--- src/rtl/l2_responder_pkg.sv ---
// Shared types and helpers for the L2 line responder: FSM state encoding,
// default geometry and line alignment.
package l2_responder_pkg;

    typedef enum logic [1:0] {
        IDLE     = 2'd0,
        RD_BURST = 2'd1,
        WR_BURST = 2'd2,
        RESP     = 2'd3
    } state_t;

    localparam int S_OFFSET = 5;
    localparam int S_LINE   = 256;
    localparam int S_BEAT   = 64;
    localparam int BEATS    = S_LINE / S_BEAT;
    localparam int CNT_W    = (BEATS > 1) ? $clog2(BEATS) : 1;

    function automatic int cnt_width(input int beats);
        return (beats > 1) ? $clog2(beats) : 1;
    endfunction

    function automatic logic [31:0] line_align(input logic [31:0] a, input int unsigned off);
        return a & ~((32'h1 << off) - 32'h1);
    endfunction

endpackage

--- src/rtl/l2_line_responder_line_beat_buffer.sv ---
// Line register with beat-granular deserialize/serialize and the beat counter
// that walks it; the counter wraps to zero on the last beat.
module line_beat_buffer #(
    parameter int s_line = 256,
    parameter int s_beat = 64,
    parameter int beats  = 4,
    parameter int cnt_w  = 2
) (
    input  logic              clk,
    input  logic              rst,
    input  logic              load,
    input  logic [s_line-1:0] load_line,
    input  logic              beat_we,
    input  logic [s_beat-1:0] beat_data,
    input  logic              advance,
    output logic [s_line-1:0] line,
    output logic [s_beat-1:0] beat_out,
    output logic              last
);

    logic [beats-1:0][s_beat-1:0] data_q;
    logic [cnt_w-1:0]             cnt;

    assign line     = data_q;
    assign beat_out = data_q[cnt];
    assign last     = (cnt == cnt_w'(beats - 1));

    always_ff @(posedge clk or posedge rst) begin
        if (rst) begin
            data_q <= '0;
        end else if (load) begin
            data_q <= load_line;
        end else if (beat_we) begin
            data_q[cnt] <= beat_data;
        end
    end

    always_ff @(posedge clk or posedge rst) begin
        if (rst) begin
            cnt <= '0;
        end else if (advance) begin
            cnt <= last ? '0 : cnt + 1'b1;
        end
    end

endmodule

--- src/rtl/l2_line_responder.sv ---
// L2-side line responder: turns one line read/write into a fixed beat burst.
// Define L2_RESPONDER_LINE_BUF_EN to add a one-entry read line buffer.
module l2_line_responder
    import l2_responder_pkg::*;
#(
    parameter int s_offset = 5,
    parameter int s_line   = 256,
    parameter int s_beat   = 64
) (
    input  logic              clk,
    input  logic              rst,
    input  logic              l2_read,
    input  logic              l2_write,
    input  logic [31:0]       l2_address,
    input  logic [s_line-1:0] l2_wdata,
    input  logic              l2_stall,
    output logic              l2_resp,
    output logic [s_line-1:0] l2_rdata,
    output logic              l2_ready,
    output logic              pmem_read,
    output logic              pmem_write,
    output logic [31:0]       pmem_address,
    output logic [s_beat-1:0] pmem_wdata,
    input  logic [s_beat-1:0] pmem_rdata,
    input  logic              pmem_resp
);

    localparam int NBEATS = s_line / s_beat;
    localparam int NCNT_W = cnt_width(NBEATS);

    state_t            state, next;
    logic [31:0]       addr;
    logic [31:0]       aligned;
    logic              load, beat_we, advance, last;
    logic [s_line-1:0] load_line, line;

    assign aligned = line_align(l2_address, s_offset);

`ifdef L2_RESPONDER_LINE_BUF_EN
    logic                         ent_valid;
    logic [31:0]                  ent_tag;
    logic [s_line-1:0]            ent_data;
    logic                         hit;
    logic [NBEATS-1:0][s_beat-1:0] fill;

    assign hit = ent_valid && (ent_tag == aligned);

    // The final beat is still on the bus when the entry captures the line.
    always_comb begin
        fill = line;
        fill[NBEATS-1] = pmem_rdata;
    end

    always_ff @(posedge clk or posedge rst) begin
        if (rst) begin
            ent_valid <= 1'b0;
            ent_tag   <= '0;
            ent_data  <= '0;
        end else if (state == RD_BURST && pmem_resp && last) begin
            ent_valid <= 1'b1;
            ent_tag   <= addr;
            ent_data  <= fill;
        end else if (state == IDLE && l2_write && hit) begin
            ent_data  <= l2_wdata;
        end
    end
`endif

    line_beat_buffer #(
        .s_line (s_line),
        .s_beat (s_beat),
        .beats  (NBEATS),
        .cnt_w  (NCNT_W)
    ) u_buf (
        .clk       (clk),
        .rst       (rst),
        .load      (load),
        .load_line (load_line),
        .beat_we   (beat_we),
        .beat_data (pmem_rdata),
        .advance   (advance),
        .line      (line),
        .beat_out  (pmem_wdata),
        .last      (last)
    );

    always_ff @(posedge clk or posedge rst) begin
        if (rst) begin
            state <= IDLE;
            addr  <= '0;
        end else begin
            state <= next;
            if (state == IDLE && (l2_read || l2_write))
                addr <= aligned;
        end
    end

    always_comb begin
        next       = state;
        load       = 1'b0;
        load_line  = l2_wdata;
        beat_we    = 1'b0;
        advance    = 1'b0;
        pmem_read  = 1'b0;
        pmem_write = 1'b0;
        l2_resp    = 1'b0;
        unique case (state)
            IDLE: begin
                if (l2_write) begin
                    next = WR_BURST;
                    load = 1'b1;
                end else if (l2_read) begin
`ifdef L2_RESPONDER_LINE_BUF_EN
                    if (hit) begin
                        next      = RESP;
                        load      = 1'b1;
                        load_line = ent_data;
                    end else
`endif
                    next = RD_BURST;
                end
            end
            RD_BURST: begin
                pmem_read = 1'b1;
                if (pmem_resp) begin
                    beat_we = 1'b1;
                    advance = 1'b1;
                    if (last) next = RESP;
                end
            end
            WR_BURST: begin
                pmem_write = 1'b1;
                if (pmem_resp) begin
                    advance = 1'b1;
                    if (last) next = RESP;
                end
            end
            RESP: begin
                l2_resp = 1'b1;
                if (!l2_stall) next = IDLE;
            end
            default: next = IDLE;
        endcase
    end

    assign l2_ready     = (state == IDLE) || (state == RESP && !l2_stall);
    assign pmem_address = addr;
    assign l2_rdata     = line;

endmodule

--- config.mk ---
export PLATFORM = sky130hd
export DESIGN_NAME = l2_line_responder
export DESIGN_NICKNAME = d
export VERILOG_FILES = /design/src/rtl/l2_responder_pkg.sv /design/src/rtl/l2_line_responder_line_beat_buffer.sv /design/src/rtl/l2_line_responder.sv
export SDC_FILE = /design/constraint.sdc
export NUM_CORES = 1
export LEC_CHECK = 0
export CAP_MARGIN = 15
export CELL_PAD_IN_SITES_DETAIL_PLACEMENT = 1
export CELL_PAD_IN_SITES_GLOBAL_PLACEMENT = 1
export CORE_AREA = 8 8 270 272
export DETAILED_ROUTE_END_ITERATION = 16
export DIE_AREA = 0 0 278 280
export GPL_TIMING_DRIVEN = 0
export PLACE_DENSITY = 0.67
export SLEW_MARGIN = 5
export SYNTH_ARGS = -nofsm -noshare
export SYNTH_HDL_FRONTEND = slang
export SYNTH_SLANG_ARGS = --single-unit
--- constraint.sdc ---
create_clock -name clk -period 21.4 [get_ports clk]
set_input_delay 2.14 -clock clk [delete_from_list [all_inputs] [get_ports clk]]
set_output_delay 2.14 -clock clk [all_outputs]
set_load 0.005 [all_outputs]
==> results of run 1 <==
[where the power goes]
part	internal, µW	switching (µW)	leakage (µW)	total [µW]
Clock	394	269	0.000622	663
Sequential	775	255	0.00379	1030
Combinational	1020	1120	0.00639	2140
Total	2190	1640	0.0108	3830
[worst reg2reg max path: stages (launching register included)]
cell	delay, ps
dfrtp_1	560
buf_4	330
buf_2	310
inv_1	160
ha_1	190
clkbuf_1	790
clkbuf_1	820
a31oi_1	240
o21ai_1	180
[sequential cells by signal, summed over array words and instances (netlist names)]
signal	flops
pmem_address	27
state	2
u_buf.cnt	2
u_buf.line	256
[through the flow]
step	hold slack, ps	utilization [%]
final	489	36.6
after global routing	520	36.6
after CTS	494	36.6
after detailed placement	481	34.8
after global placement	477	34.7
after floorplan	485	-
[cell type report]
class | count | area (µm²)
Clock buffer | 53 | 1100
Buffer | 191 | 1040
Multi-Input combinational cell | 1150 | 7510
Inverter | 6 | 30.0
Sequential cell | 287 | 7180
Tap cell | 891 | 1110
Antenna cell | 16 | 40.0
Clock inverter | 14 | 151
Fill cell | 7816 | 43700
Timing Repair Buffer | 705 | 7090
[worst paths after layout]
check / startpoint / to / slack [ps] / cells past startpoint
worst min-delay path: pmem_address[20]$_DFFE_PP0P_ / pmem_address[20]$_DFFE_PP0P_ / 490 / 1
worst min register to register: pmem_address[20]$_DFFE_PP0P_ / pmem_address[20]$_DFFE_PP0P_ / 490 / 1
worst max-delay path: l2_stall / l2_ready / 15860 / 4
worst max register to register: u_buf.cnt[0]$_DFFE_PP0P_ / u_buf.line[0]$_DFFE_PP0P_ / 17750 / 8
max in group asynchronous: rst / u_buf.line[155]$_DFFE_PP0P_ / 18180 / 3
min in group asynchronous: rst / pmem_address[21]$_DFFE_PP0P_ / 2100 / 2
[per-layer routing]
metal | vias up | track usage [%]
met5 | - | 0
met4 | 14 | 7.97
met3 | 166 | 6.93
met2 | 935 | 43.8
met1 | 9367 | 33.1
li1 | 7549 | -
[logic make-up (layout without fill, tap and decap cells)]
logic type | count (synthesis) | in the layout | share of synthesized area (%)
compound gates | 521 | 521 | 18.9
buf+inv | 197 | 969 | 6.78
simple gates | 522 | 522 | 16.7
fa+ha+maj | 9 | 9 | 0.715
other cells | 1 | 21 | 0.0238
flops | 287 | 287 | 45.6
mux | 93 | 93 | 11.2
[Yosys cell counts, types with 2 or more instances]
master,number,share of area [%]
o21ai_1,222,7.1
and3_1,256,10
mux4_2,64,9.2
clkbuf_1,44,1.0
o21ai_0,34,1.1
a31oi_1,256,10
inv_1,6,0.14
dfrtp_1,287,46
buf_6,14,1.0
mux2_2,26,1.9
buf_4,23,1.1
ha_1,9,0.72
a32oi_1,3,0.17
clkbuf_2,14,0.45
nor2_1,2,0.048
nand2_1,259,6.2
mux2_1,3,0.21
buf_2,95,3.0
==> out/metrics.cfg, run 1 <==
[placed_design]
placed_cell_area_mm2=0.0240
placedCellCount=3230
portBuffers=703
hpwl_um=81200
dp_slack_ps=15860
gp_congestion=0.886

[logic_synthesis]
yosysSeqAreaShare_pct=45.6
synthDistinctLibCells=31
synth_edf_count=0
syn_inst=1630
async_flop_share_pct=100
ys_ff_latch=287
synth_flop_cell=dfrtp_1
synth.avg_cell_area_um2=9.66
synthesis.area_mm2=0.0157
yosys_warnings=0

[detailed_routing]
top_layer=met5
dr_wl_met2_um=51100
vias=18031
drt_iter0_drc=1283
ant_nets=0
wire_per_inst_um=32.2
first_pass_iters=5
viasPerCell=5.44
routed_wirelength_um=107000
wirelength_met1_um=43800
wl_met3_um=8580
drcViolationCount=0

[grt]
antenna_found_initial=27
grtUsageTotal_pct=26.2
grt_overflow=0
grt_max_degree=111
grt_pass1_wl_um=150000
first_global_vias=19307

[worst_setup_path]
startpoint_type=primary input
worst-setup-path-type=in2out
critical_path_arrival_ps=3400
max_stage_delay_ps=540
crit_required_ps=19260
cp_top_family=buffers and inverters
slowest_stage=clkdlybuf4s50_1
cp_max_fo=2
cp_common_cell=clkdlybuf4s50_1
crit_path_cell_trace=clkdlybuf4s50_1 > inv_1 > a21o_1 > clkdlybuf4s50_1
crit_buf_inv=3
endpoint_kind=primary output

[sta]
period_needed_ps=5540
slew_viol_final=0
hold_viol_final=0
fin_ws_ps=15860
worst_slew_pin_slew_ps=1120
maxSlewHeadroom_pct=25.2
rsz0062_at_grt=no
fin_skew_ps=7.66
fmax_mhz=181
period_share_pct=25.9
fin_tns_setup_ps=0
finalSetupViolCount=0

[final_layout]
stdcell_area_mm2=0.0253
fin_cells=3313
layout_common_cells=703 x clkdlybuf4s50_1, 287 x dfrtp_1, 259 x nand2_1
nets=2745
drive_above_1_share_pct=12.8
area.growth.synth_to_final_pct=60.5
final_common_cell=clkdlybuf4s50_1

[power]
finalPower_uw=3830
ir_drop_mv=0.0604
powerDensity_mw_per_mm2=152
p_leak_uw=0.0108

[floorplan]
floorplan.die.width_um=278
start_util_pct=22.8
core-area_mm2=0.0689
core.rowCount=97
die-area_mm2=0.0778
io_pins=714
die_height_um=280

[clock_network]
postCtsHoldBufs=0
cts_resized=0
path_clk_slew_ps=60
numCtsBuffers=37
cts_root_buf=clkbuf_16
cts.sinks=287
worstSkewPairLatency_ps=550
cts_buffer_depth=3
post_cts_buffers=0
cts_tree=built
htreeDepth=2

[worst_hold_path]
hold_path.class=reg2reg

[run_status]
status=finished clean

[run]
cap_violations=0

No activity file was read; power rests on OpenSTA's default activity.
==> inputs of run 2 (changes only) <==
- CORE_AREA: 8 8 270 272 -> 8 8 271 273
- DIE_AREA: 0 0 278 280 -> 0 0 279 281
- PLACE_DENSITY: 0.67 -> 0.66
- clock period: 21.4 -> 5.18 ns (I/O delays scaled with it)
==> out/metrics.cfg, run 2 (synthesis gave the netlist of run 1 again) <==
[worst_hold_path]
hold_path.class=in2async

[worst_setup_path]
r2r-end=u_buf.line[151]$_DFFE_PP0P_
crit_required_ps=4660  ; -14,600 ps
endpoint_kind=primary output
r2r_start=u_buf.cnt[0]$_DFFE_PP0P_
worst-setup-path-type=reg2out
startpoint_type=register
slowest_stage=buf_2
crit_path_cell_trace=buf_4 > buf_2 > mux4_2 > clkdlybuf4s50_1
cp_max_fo=11  ; +9
r2r_slack_ps=1560  ; -16,190 ps
max_stage_delay_ps=620  ; +80 ps
reg2regPathDepth=8  ; unchanged
critical_path_arrival_ps=3140  ; -260 ps

[detailed_routing]
routed_wirelength_um=105000  ; -1.1%
vias=17923  ; -0.60%
drcViolationCount=0  ; unchanged
drt_iter0_drc=1249  ; -2.7%
viasPerCell=5.33  ; -2.1%
ant_nets=0  ; unchanged
first_pass_iters=7  ; +2
wire_per_inst_um=31.3  ; -2.6%

[sta]
hold_viol_final=0  ; unchanged
worst_slew_pin_slew_ps=1280  ; +157 ps
maxSlewHeadroom_pct=14.8  ; -10 points
period_needed_ps=3660
slew_viol_final=0  ; unchanged
finalSetupViolCount=0  ; unchanged
fin_skew_ps=18.3  ; +10.6 ps
period_share_pct=70.7
rsz0062_at_grt=no
fin_tns_setup_ps=0  ; unchanged
fmax_mhz=273

[grt]
grt_overflow=0  ; unchanged
grt_pass1_wl_um=149000  ; -0.56%
grtUsageTotal_pct=25.9  ; -0.32 points
first_global_vias=19298  ; -0.047%
antenna_found_initial=20  ; -26%
grt_max_degree=37  ; -67%

[power]
powerDensity_mw_per_mm2=621  ; +310%
swShare_pct=42.5  ; -0.29 points
seq_power_share_pct=26.8  ; about the same
ir_drop_mv=0.281  ; +360%
p_int_uw=9090  ; +320%
finalPower_uw=15800  ; +310%
clkPwrFrac_pct=17.6  ; +0.3 points
p_sw_uw=6730  ; +310%
p_leak_uw=0.0109  ; +0.59%
power_frac_comb_pct=55.6  ; -0.2 points

[run]
cap_violations=0  ; unchanged

[clock_network]
htreeDepth=2  ; unchanged
cts_resized=0  ; unchanged
cts.sinks=287  ; unchanged
path_clk_slew_ps=60  ; about the same
postCtsHoldBufs=0  ; unchanged
numCtsBuffers=38  ; +2.7%
cts_buffer_depth=3  ; unchanged
cts_tree=built
cts_root_buf=clkbuf_16
worstSkewPairLatency_ps=560  ; about the same
post_cts_buffers=0  ; unchanged

[final_layout]
largest_reg_flops=256  ; unchanged
final_common_cell=clkdlybuf4s50_1
drive_above_1_share_pct=13.0  ; +0.25 points
nets=2753  ; +0.29%
area.growth.synth_to_final_pct=61.7
fillCellCount=7835  ; +0.24%
layout_common_cells=703 x clkdlybuf4s50_1, 287 x dfrtp_1, 259 x nand2_1

[floorplan]
core.rowCount=97  ; unchanged
die_height_um=281  ; +0.36%
floorplan.die.width_um=279  ; +0.36%
start_util_pct=22.7  ; -0.12 points
die-area_mm2=0.0784  ; +0.72%
core-area_mm2=0.0693  ; +0.53%
io_pins=714  ; unchanged

[placed_design]
hpwl_um=81400  ; +0.26%
gp_congestion=0.922  ; +4.1%
portBuffers=703  ; unchanged

[run_status]
status=finished clean

==> run 2: cell count changes in the layout (fill, tap and decap cells not counted), sizes merged <==
cell / previous run / this run
clkinvlp: 1 / 2
diode: 16 / 9
buf: 135 / 142
bufinv: 3 / 4
clkinv: 9 / 8
==> run 2: final cells by class <==
cell class,count,area (µm²),area share [%]
diodes,9,22.5,0.0884
plain buffers,191,1040,4.10
clock buffers,53,1080,4.23
clock inverters,15,200,0.786
inverters,6,26.3,0.103
multi-input cells,1150,7510,29.5
flip-flops and latches,287,7180,28.2
well taps,940,1180,4.62
repair buffers,712,7220,28.4
==> run 2: how the worst max path moves through the flow <==
| stage | from | slack [ps] | end |
|---|---|---|---|
| 4_1_cts | u_buf.cnt[0]$_DFFE_PP0P_ | 1440 | pmem_wdata[31] |
| 3_3_place_gp | rst | -1710 | u_buf.line[100]$_DFFE_PP0P_ |
| 3_5_place_dp | u_buf.cnt[0]$_DFFE_PP0P_ | 1450 | u_buf.line[3]$_DFFE_PP0P_ |
| 6_report | u_buf.cnt[0]$_DFFE_PP0P_ | 1520 | pmem_wdata[31] |
| 5_1_grt | u_buf.cnt[0]$_DFFE_PP0P_ | 1390 | u_buf.line[4]$_DFFE_PP0P_ |
| 2_1_floorplan | rst | 860 | pmem_address[10]$_DFFE_PP0P_ |
==> run 2: per-layer routing <==
layer,vias to the layer above,track usage (%),part of all wire [%]
li1,7557,-,-
met1,9300,31.9,41
met2,883,44.6,49
met3,169,6.44,7.5
met4,14,7.57,2.8
met5,-,0,0.096
==> run 2: worst max-delay path, delay by kind of cell, from the launching register on <==
family,cells,cell delay (ps)
buf+inv,3,1520
flops,1,600
mux,1,440
==> run 2: metrics by stage <==
step / std cells / setup WS (ps) / utilization [%] / cell area, µm² / hold WS (ps)
4_1_cts: 3354 / 1440 / 36.7 / 25400 / 320
6_report: 3363 / 1520 / 36.7 / 25500 / 347
2_1_floorplan: 1634 / 857 / - / 15800 / 485
5_1_grt: 3361 / 1390 / 36.7 / 25500 / 348
3_5_place_dp: 3286 / 1450 / 34.9 / 24200 / 493
3_3_place_gp: 3277 / -1710 / 34.6 / 24000 / 477
==> run 2: power groups by stage <==
stage / Sequential (µW) / Combinational, µW / Clock (µW)
2_1_floorplan: 3910 / 3630 / 0
3_3_place_gp: 4210 / 8630 / 0
3_5_place_dp: 4260 / 8820 / 0
4_1_cts: 4240 / 8870 / 2810
5_1_grt: 4340 / 9370 / 2900
6_report: 4250 / 8790 / 2780
